[src/rtl/aq_ifu_icache_data_bank_ctrl.sv]
// ---------------------------------------------------------------------------
// aq_ifu_icache_data_bank_ctrl
//
// I-cache data-array controller for WAYS x BANKS single-port 32-bit SRAM
// macros. Fetch reads access one row of every bank in the selected ways and
// return data with a fixed, fully pipelined latency: 1 cycle if RD_OUT_REG=0,
// 2 cycles if RD_OUT_REG=1. Refill beats from the BIU are held in a 2-entry
// write buffer and written into SRAM cycles that reads leave idle. A
// starvation counter forces a write once reads have blocked the buffer for
// STARVE_MAX cycles in a row.
//
// Ports
//   forever_cpuclk / cpurst_b   clock, asynchronous active-low reset
//   rd_req_*                    fetch read request (valid/ready, index, way mask)
//   rd_rsp_*                    read response (valid, {way..}{bank..} data)
//   refill_*                    refill beat input (valid/ready, line, way,
//                               data, last), done pulse, sticky error
//   sram_*                      macro controls: per-macro chip enables, shared
//                               write enable/address/write data, and read data
// ---------------------------------------------------------------------------
module aq_ifu_icache_data_bank_ctrl #(
   parameter int WAYS       = 2,
   parameter int BANKS      = 4,
   parameter int IDX_W      = 11,
   parameter int LINE_BEATS = 4,
   parameter int STARVE_MAX = 4,
   parameter int RD_OUT_REG = 1,
   localparam int CW        = $clog2(LINE_BEATS),
   localparam int WW        = (WAYS > 1) ? $clog2(WAYS) : 1
) (
   input  logic                        forever_cpuclk,
   input  logic                        cpurst_b,
   input  logic                        rd_req_vld,
   output logic                        rd_req_rdy,
   input  logic [IDX_W-1:0]            rd_req_idx,
   input  logic [WAYS-1:0]             rd_req_way_mask,
   output logic                        rd_rsp_vld,
   output logic [WAYS*BANKS*32-1:0]    rd_rsp_data,
   input  logic                        refill_vld,
   output logic                        refill_rdy,
   input  logic [IDX_W-CW-1:0]         refill_line_idx,
   input  logic [WW-1:0]               refill_way,
   input  logic [BANKS*32-1:0]         refill_data,
   input  logic                        refill_last,
   output logic                        refill_done,
   output logic                        refill_err,
   output logic [WAYS*BANKS-1:0]       sram_cen_b,
   output logic                        sram_gwen_b,
   output logic [IDX_W-1:0]            sram_idx,
   output logic [BANKS*32-1:0]         sram_din,
   input  logic [WAYS*BANKS*32-1:0]    sram_dout
);

   localparam int ROW_W = BANKS * 32;
   localparam int RSP_W = WAYS * ROW_W;
   localparam int SW    = $clog2(STARVE_MAX + 1);

   // Write buffer storage: two entries addressed by 1-bit pointers.
   logic [IDX_W-1:0] buf_idx_q  [2];
   logic [WW-1:0]    buf_way_q  [2];
   logic [ROW_W-1:0] buf_data_q [2];
   logic             buf_last_q [2];
   logic             wr_ptr_q;
   logic             rd_ptr_q;
   logic [1:0]       cnt_q;
   logic [1:0]       cnt_d;

   logic             init_done_q;
   logic [CW-1:0]    beat_q;
   logic [CW-1:0]    beat_d;
   logic             err_q;
   logic             err_d;
   logic [SW-1:0]    starve_q;
   logic [SW-1:0]    starve_d;
   logic             done_q;

   logic             rd_vld_p1_q;
   logic [WAYS-1:0]  rd_mask_p1_q;

   logic             buf_nempty_s;
   logic             buf_full_s;
   logic             starve_hit_s;
   logic             force_wr_s;
   logic             do_wr_s;
   logic             do_rd_s;
   logic             push_s;
   logic             beat_end_s;
   logic [IDX_W-1:0] head_idx_s;
   logic [WW-1:0]    head_way_s;
   logic [ROW_W-1:0] head_data_s;
   logic             head_last_s;
   logic [RSP_W-1:0] rd_q_masked_s;

   assign head_idx_s  = buf_idx_q[rd_ptr_q];
   assign head_way_s  = buf_way_q[rd_ptr_q];
   assign head_data_s = buf_data_q[rd_ptr_q];
   assign head_last_s = buf_last_q[rd_ptr_q];

   assign rd_req_rdy  = init_done_q && !force_wr_s;
   assign refill_rdy  = init_done_q && !buf_full_s;
   assign push_s      = refill_vld && refill_rdy;
   assign beat_end_s  = (beat_q == CW'(LINE_BEATS - 1));
   assign refill_done = done_q;
   assign refill_err  = err_q;

   // Arbitration between forced write, read, opportunistic write and idle.
   always_comb begin
      buf_nempty_s = (cnt_q != 2'd0);
      buf_full_s   = (cnt_q == 2'd2);
      starve_hit_s = (starve_q == SW'(STARVE_MAX));
      force_wr_s   = buf_nempty_s && (buf_full_s || starve_hit_s);
      do_wr_s      = 1'b0;
      do_rd_s      = 1'b0;
      if (!init_done_q) begin
         do_wr_s = 1'b0;
         do_rd_s = 1'b0;
      end else if (force_wr_s) begin
         do_wr_s = 1'b1;
      end else if (rd_req_vld) begin
         do_rd_s = 1'b1;
      end else if (buf_nempty_s) begin
         do_wr_s = 1'b1;
      end else begin
         do_wr_s = 1'b0;
      end
   end

   // SRAM macro controls for the winning access; idle keeps every macro off.
   always_comb begin
      sram_cen_b  = {(WAYS*BANKS){1'b1}};
      sram_gwen_b = 1'b1;
      sram_idx    = {IDX_W{1'b0}};
      sram_din    = {ROW_W{1'b0}};
      if (do_wr_s) begin
         for (int w = 0; w < WAYS; w++) begin
            if (head_way_s == WW'(w)) begin
               sram_cen_b[w*BANKS +: BANKS] = {BANKS{1'b0}};
            end else begin
               sram_cen_b[w*BANKS +: BANKS] = {BANKS{1'b1}};
            end
         end
         sram_gwen_b = 1'b0;
         sram_idx    = head_idx_s;
         sram_din    = head_data_s;
      end else if (do_rd_s) begin
         for (int w = 0; w < WAYS; w++) begin
            if (rd_req_way_mask[w]) begin
               sram_cen_b[w*BANKS +: BANKS] = {BANKS{1'b0}};
            end else begin
               sram_cen_b[w*BANKS +: BANKS] = {BANKS{1'b1}};
            end
         end
         sram_idx = rd_req_idx;
      end else begin
         sram_gwen_b = 1'b1;
      end
   end

   // Buffer occupancy, beat counter, refill error and starvation next state.
   always_comb begin
      cnt_d    = cnt_q;
      beat_d   = beat_q;
      err_d    = err_q;
      starve_d = starve_q;
      case ({push_s, do_wr_s})
         2'b10:   cnt_d = cnt_q + 2'd1;
         2'b01:   cnt_d = cnt_q - 2'd1;
         default: cnt_d = cnt_q;
      endcase
      if (push_s) begin
         // A last beat must land on the final counter value and vice versa;
         // the counter clears on last or wraps naturally either way.
         if (refill_last != beat_end_s) begin
            err_d = 1'b1;
         end else begin
            err_d = err_q;
         end
         if (refill_last) begin
            beat_d = {CW{1'b0}};
         end else begin
            beat_d = beat_q + CW'(1);
         end
      end else begin
         beat_d = beat_q;
      end
      if (do_wr_s || !buf_nempty_s) begin
         starve_d = {SW{1'b0}};
      end else if (do_rd_s && !starve_hit_s) begin
         starve_d = starve_q + SW'(1);
      end else begin
         starve_d = starve_q;
      end
   end

   // Write buffer storage and pointers.
   always_ff @(posedge forever_cpuclk or negedge cpurst_b) begin
      if (!cpurst_b) begin
         for (int i = 0; i < 2; i++) begin
            buf_idx_q[i]  <= {IDX_W{1'b0}};
            buf_way_q[i]  <= {WW{1'b0}};
            buf_data_q[i] <= {ROW_W{1'b0}};
            buf_last_q[i] <= 1'b0;
         end
         wr_ptr_q <= 1'b0;
         rd_ptr_q <= 1'b0;
         cnt_q    <= 2'd0;
      end else begin
         if (push_s) begin
            buf_idx_q[wr_ptr_q]  <= {refill_line_idx, beat_q};
            buf_way_q[wr_ptr_q]  <= refill_way;
            buf_data_q[wr_ptr_q] <= refill_data;
            buf_last_q[wr_ptr_q] <= refill_last;
            wr_ptr_q             <= ~wr_ptr_q;
         end
         if (do_wr_s) begin
            rd_ptr_q <= ~rd_ptr_q;
         end
         cnt_q <= cnt_d;
      end
   end

   // Control state: init flag, beat counter, sticky error, starvation, done pulse.
   always_ff @(posedge forever_cpuclk or negedge cpurst_b) begin
      if (!cpurst_b) begin
         init_done_q <= 1'b0;
         beat_q      <= {CW{1'b0}};
         err_q       <= 1'b0;
         starve_q    <= {SW{1'b0}};
         done_q      <= 1'b0;
      end else begin
         init_done_q <= 1'b1;
         beat_q      <= beat_d;
         err_q       <= err_d;
         starve_q    <= starve_d;
         done_q      <= do_wr_s && head_last_s;
      end
   end

   // Read pipeline stage aligned with the cycle SRAM Q is valid.
   always_ff @(posedge forever_cpuclk or negedge cpurst_b) begin
      if (!cpurst_b) begin
         rd_vld_p1_q  <= 1'b0;
         rd_mask_p1_q <= {WAYS{1'b0}};
      end else begin
         rd_vld_p1_q  <= do_rd_s;
         rd_mask_p1_q <= do_rd_s ? rd_req_way_mask : {WAYS{1'b0}};
      end
   end

   // Zero the slices of ways that were not enabled for this read.
   always_comb begin
      rd_q_masked_s = {RSP_W{1'b0}};
      for (int w = 0; w < WAYS; w++) begin
         if (rd_mask_p1_q[w]) begin
            rd_q_masked_s[w*ROW_W +: ROW_W] = sram_dout[w*ROW_W +: ROW_W];
         end else begin
            rd_q_masked_s[w*ROW_W +: ROW_W] = {ROW_W{1'b0}};
         end
      end
   end

   generate
      if (RD_OUT_REG != 0) begin : g_out_reg
         logic             rsp_vld_q;
         logic [RSP_W-1:0] rsp_data_q;

         // Output register; data holds its last value between responses.
         always_ff @(posedge forever_cpuclk or negedge cpurst_b) begin
            if (!cpurst_b) begin
               rsp_vld_q  <= 1'b0;
               rsp_data_q <= {RSP_W{1'b0}};
            end else begin
               rsp_vld_q <= rd_vld_p1_q;
               if (rd_vld_p1_q) begin
                  rsp_data_q <= rd_q_masked_s;
               end
            end
         end

         assign rd_rsp_vld  = rsp_vld_q;
         assign rd_rsp_data = rsp_data_q;
      end else begin : g_out_flow
         assign rd_rsp_vld  = rd_vld_p1_q;
         assign rd_rsp_data = rd_q_masked_s;
      end
   endgenerate

endmodule
[config.mk]
export PLATFORM = sky130hd
export DESIGN_NAME = aq_ifu_icache_data_bank_ctrl
export DESIGN_NICKNAME = d
export VERILOG_FILES = /design/src/rtl/aq_ifu_icache_data_bank_ctrl.sv
export SDC_FILE = /design/constraint.sdc
export NUM_CORES = 1
export LEC_CHECK = 0
export CORE_AREA = 2 2 323 325
export CTS_CLUSTER_DIAMETER = 120
export CTS_CLUSTER_SIZE = 24
export DETAILED_ROUTE_END_ITERATION = 12
export DIE_AREA = 0 0 325 327
export DONT_BUFFER_PORTS = 1
export PLACE_DENSITY = 0.44
export SLEW_MARGIN = 10
export SYNTH_ARGS = -nofsm -noshare
export SYNTH_HDL_FRONTEND = slang
export SYNTH_SLANG_ARGS = --single-unit
export TNS_END_PERCENT = 5
[constraint.sdc]
create_clock -name forever_cpuclk -period 7.05 [get_ports forever_cpuclk]
set_input_delay 2.115 -clock forever_cpuclk [delete_from_list [all_inputs] [get_ports forever_cpuclk]]
set_output_delay 2.115 -clock forever_cpuclk [all_outputs]
set_load 0.02 [all_outputs]
==> flow_summary.html <==
<table>
<tr><th>Metric</th><th>Value</th></tr>
<tr><th colspan="2">Outcome</th></tr>
<tr><td>Status</td><td>finished clean</td></tr>
<tr><th colspan="2">Timing</th></tr>
<tr><td>Final min period</td><td>6.05 ns</td></tr>
<tr><td>Worst Skew</td><td>0.0184 ns</td></tr>
<tr><td>Number of slew-limit violations in the final report</td><td>0</td></tr>
<tr><td>Setup Viol. Count Final</td><td>0</td></tr>
<tr><td>Unrepaired setup endpoints after global routing</td><td>false</td></tr>
<tr><td>Upper clock frequency limit</td><td>165 MHz</td></tr>
<tr><td>Relative slew slack</td><td>0.193</td></tr>
<tr><td>Hold_ws</td><td>0.491 ns</td></tr>
<tr><td>Setup tns final</td><td>0 ns</td></tr>
<tr><td>Period Utilization, post-route</td><td>0.858</td></tr>
<tr><td>Endpoints failing hold</td><td>0</td></tr>
<tr><td>Transition time at the pin with the least slew margin</td><td>1.21 ns</td></tr>
<tr><th colspan="2">Logic synthesis</th></tr>
<tr><td>Ys Warns</td><td>0</td></tr>
<tr><td>Number of different library cells in the post-synthesis netlist</td><td>40</td></tr>
<tr><td>Post-synth top area share</td><td>0.585</td></tr>
<tr><td>Post-synthesis cell count</td><td>2096</td></tr>
<tr><td>Total nets after synthesis</td><td>2511</td></tr>
<tr><td>Cell types occupying the most area after synthesis</td><td>sky130_fd_sc_hd__dfrtp_1, sky130_fd_sc_hd__mux2_2, sky130_fd_sc_hd__mux2i_1</td></tr>
<tr><td>Average size of a mapped cell</td><td>11.3 µm²</td></tr>
<tr><td>Post-synth EDFFs</td><td>0</td></tr>
<tr><td>Cell type with the largest total area after synthesis</td><td>sky130_fd_sc_hd__dfrtp_1</td></tr>
<tr><td>Cell area after synthesis</td><td>0.0237 mm²</td></tr>
<tr><td>Share of async-settable or async-resettable flops after synthesis</td><td>1.00</td></tr>
<tr><td>Leading register cell type out of synthesis</td><td>sky130_fd_sc_hd__dfrtp_1</td></tr>
<tr><td>Number of storage elements in the synthesis netlist</td><td>554</td></tr>
<tr><td>Share of the yosys chip area belonging to registers</td><td>0.585</td></tr>
<tr><th colspan="2">Worst setup path</th></tr>
<tr><td>Largest stage delay, worst path</td><td>0.56 ns</td></tr>
<tr><td>Number of cells traversed by the worst register-to-register path</td><td>5</td></tr>
<tr><td>Crit-path slowest cell</td><td>sky130_fd_sc_hd__buf_4</td></tr>
<tr><td>Type of the setup path with the least slack</td><td>in2out</td></tr>
<tr><td>Count of buffering cells on the critical path with inverters included</td><td>2</td></tr>
<tr><td>Worst-path maximum fanout</td><td>64</td></tr>
<tr><td>Chain of cells forming the critical path</td><td>a21boi_0, a21oi_1, inv_4, buf_4, o2bb2ai_1</td></tr>
<tr><td>Endpoint of the most critical register-to-register path</td><td>buf_data_q[146]$_DFFE_PN0P_</td></tr>
<tr><td>Worst-case register-to-register setup slack</td><td>4.50 ns</td></tr>
<tr><td>Element type at the critical path end</td><td>output pin</td></tr>
<tr><td>Signal arrival time at the worst endpoint</td><td>3.94 ns</td></tr>
<tr><td>Reg-to-reg critical path startpoint</td><td>init_done_q$_DFF_PN0_</td></tr>
<tr><td>Category of the worst setup path launch point</td><td>primary input</td></tr>
<tr><td>Data required, critical path</td><td>4.93 ns</td></tr>
<tr><td>Critical path's top delay family</td><td>compound AO/OA/AOI/OAI gates</td></tr>
<tr><th colspan="2">GRT</th></tr>
<tr><td>Vias in the first global route</td><td>15700</td></tr>
<tr><td>Global router's overall resource usage</td><td>0.133</td></tr>
<tr><td>Pin count of the biggest net entering global routing</td><td>555</td></tr>
<tr><td>First-pass GRT wire length</td><td>107 mm</td></tr>
<tr><td>GRT overflow</td><td>0</td></tr>
<tr><td>Initial antenna violation count</td><td>26</td></tr>
<tr><th colspan="2">Drt</th></tr>
<tr><td>Via density per instance</td><td>4.44</td></tr>
<tr><td>Number of DRC markers in iteration 0</td><td>1022</td></tr>
<tr><td>DRT antenna net count</td><td>0</td></tr>
<tr><td>Wire length per cell after detailed routing</td><td>21.9 µm</td></tr>
<tr><td>First-pass iteration count of the detailed router</td><td>5</td></tr>
<tr><td>Aggregate routed wire length</td><td>74.3 mm</td></tr>
<tr><td>Remaining design rule violation count</td><td>0</td></tr>
<tr><td>Vias post-DR</td><td>15000</td></tr>
<tr><th colspan="2">Clock network</th></tr>
<tr><td>TritonCTS sink count</td><td>554</td></tr>
<tr><td>Maximum level of the CTS H-tree</td><td>1</td></tr>
<tr><td>Insertion delay of the later-clocked pin in the worst-skew pair</td><td>0.64 ns</td></tr>
<tr><td>CTS tree</td><td>done</td></tr>
<tr><td>Post-CTS Hold Buffers</td><td>0</td></tr>
<tr><td>CTS clk-pin slew, worst paths</td><td>0.09 ns</td></tr>
<tr><td>Library cell used as clock root buffer</td><td>sky130_fd_sc_hd__clkbuf_16</td></tr>
<tr><td>Number of buffers on the longest clock path</td><td>3</td></tr>
<tr><td>Total clock buffers created by CTS</td><td>28</td></tr>
<tr><td>Post-CTS setup buffers</td><td>0</td></tr>
<tr><td># resized after CTS</td><td>0</td></tr>
<tr><th colspan="2">Placement</th></tr>
<tr><td>Post-DP HPWL</td><td>53.9 mm</td></tr>
<tr><td>Placer Congestion</td><td>0.909</td></tr>
<tr><td>Number of buffer cells added on primary ports</td><td>0</td></tr>
<tr><th colspan="2">Hold path</th></tr>
<tr><td>Hold worst-path end</td><td>buf_data_q[251]$_DFFE_PN0P_</td></tr>
<tr><td>Hold Crit Start</td><td>buf_data_q[251]$_DFFE_PN0P_</td></tr>
<tr><td>Tightest Hold Check Type</td><td>reg2reg</td></tr>
<tr><td>Worst hold stages</td><td>1</td></tr>
<tr><th colspan="2">Power</th></tr>
<tr><td>Overall power consumption</td><td>9.74 mW</td></tr>
<tr><td>Max rail drop VDD</td><td>0.000277 V</td></tr>
<tr><td>Pleak</td><td>10.7 nW</td></tr>
<tr><td>Power per cell area</td><td>379 mW/mm²</td></tr>
<tr><th colspan="2">Run</th></tr>
<tr><td>Number of max-capacitance violations reported</td><td>0</td></tr>
<tr><th colspan="2">Floorplanning</th></tr>
<tr><td>Number of placed I/O pins</td><td>821</td></tr>
<tr><td>Die outline height</td><td>327 µm</td></tr>
<tr><td>Die Footprint</td><td>0.106 mm²</td></tr>
<tr><td>Core area</td><td>0.103 mm²</td></tr>
<tr><td>Initial Util</td><td>0.230</td></tr>
<tr><td>Die W</td><td>325 µm</td></tr>
<tr><td>Cell row count</td><td>118</td></tr>
<tr><th colspan="2">Finish</th></tr>
<tr><td>Number of nets at the end of the flow</td><td>2403</td></tr>
<tr><td>Commonest non-fill, non-tap cell in the layout</td><td>sky130_fd_sc_hd__dfrtp_1</td></tr>
<tr><td>Synthesis-to-layout area growth</td><td>8.48%</td></tr>
<tr><td>Fill count</td><td>10900</td></tr>
<tr><td>Fin util</td><td>0.250</td></tr>
<tr><td>Share of cells above drive strength 1</td><td>0.128</td></tr>
<tr><td>Most frequent cells in the layout</td><td>sky130_fd_sc_hd__dfrtp_1, sky130_fd_sc_hd__inv_1, sky130_fd_sc_hd__o21ai_0</td></tr>
</table>
-- worst max-delay path by stage --
stage,from,end,depth (start not counted)
after floorplan,rd_req_vld,sram_cen_b[5],6
after global placement,rd_req_vld,sram_idx[6],5
after detailed placement,rd_req_vld,sram_idx[1],5
after CTS,rd_req_vld,sram_idx[1],5
after global routing,rd_req_vld,sram_idx[1],5
final,rd_req_vld,sram_idx[1],5
-- metrics by stage --
| stage | instance area, µm² | instances | worst slack, ns |
|---|---|---|---|
| floorplan | 23700 | 2096 | 1.20 |
| global placement | 24900 | 3338 | 1.02 |
| detailed placement | 24900 | 3338 | 1.03 |
| CTS | 25700 | 3375 | 1.02 |
| global route | 25700 | 3386 | 0.793 |
| finish | 25700 | 3389 | 0.999 |
-- power breakdown --
part / switching, mW / internal (mW)
clock network: 1.07 / 0.764
registers: 0.839 / 4.17
logic: 1.67 / 1.22
total: 3.58 / 6.16
-- cell usage after synthesis (2+ instances only) --
cell type / number
sky130_fd_sc_hd__ha_1: 3
sky130_fd_sc_hd__nor2_1: 132
sky130_fd_sc_hd__mux2_1: 90
sky130_fd_sc_hd__dfrtp_1: 554
sky130_fd_sc_hd__mux2_2: 193
sky130_fd_sc_hd__nand3_1: 258
sky130_fd_sc_hd__buf_4: 16
sky130_fd_sc_hd__buf_6: 9
sky130_fd_sc_hd__o21ai_0: 259
sky130_fd_sc_hd__and2_1: 4
sky130_fd_sc_hd__nor2b_1: 3
sky130_fd_sc_hd__nand2_1: 2
sky130_fd_sc_hd__buf_1: 12
sky130_fd_sc_hd__xnor2_1: 2
sky130_fd_sc_hd__o2bb2ai_1: 11
sky130_fd_sc_hd__o31ai_1: 2
sky130_fd_sc_hd__buf_2: 49
sky130_fd_sc_hd__a21oi_1: 5
sky130_fd_sc_hd__nand4_1: 2
sky130_fd_sc_hd__mux2i_1: 141
sky130_fd_sc_hd__xor2_1: 2
sky130_fd_sc_hd__clkbuf_1: 70
sky130_fd_sc_hd__inv_1: 260
-- routing by layer --
metal / vias to the layer above / GRT usage / share of wire
li1: 6753 / - / -
met1: 7584 / 0.153 / 0.37
met2: 593 / 0.222 / 0.48
met3: 92 / 0.0576 / 0.11
met4: 12 / 0.0448 / 0.032
met5: - / 0 / 0.0011
-- worst register-to-register path: cells and delay by family, from the launching register on --
kind	cells	cell delay [ns]
buffers and inverters	2	1.13
flip-flops	1	0.52
multiplexers	1	0.37
AND/OR/NAND/NOR	2	0.43
-- flip-flops by register name, indices dropped and copies added (netlist names) --
register,flops
buf_idx_q,22
rd_vld_p1_q,1
buf_data_q,256
refill_done,1
rd_rsp_vld,1
wr_ptr_q,1
rd_mask_p1_q,2
cnt_q,2
buf_last_q,2
rd_ptr_q,1
starve_q,3
refill_err,1
rd_rsp_data,256
buf_way_q,2
beat_q,2
init_done_q,1
-- cell type report --
cell class	instances	area (µm²)	area share
Antenna cell	14	35.0	0.00136
Tap cell	1380	1730	0.0672
Multi-Input combinational cell	1125	8100	0.315
Sequential cell	554	13900	0.540
Clock inverter	5	55.1	0.00214
Clock buffer	32	747	0.0291
Inverter	261	982	0.0382
Timing Repair Buffer	18	185	0.00720
-- kinds of logic (layout without fill, tap and decap cells) --
logic type	count (synthesis)	after routing	share of synthesized area
buf+inv	417	316	0.0740
compound gates	287	287	0.0638
simple gates	406	406	0.0801
xor+xnor	4	4	0.00148
other cells	1	15	0.000158
mux	424	424	0.194
flops	554	554	0.585
fa+ha+maj	3	3	0.00158
Power figures use the tool's default switching activity.
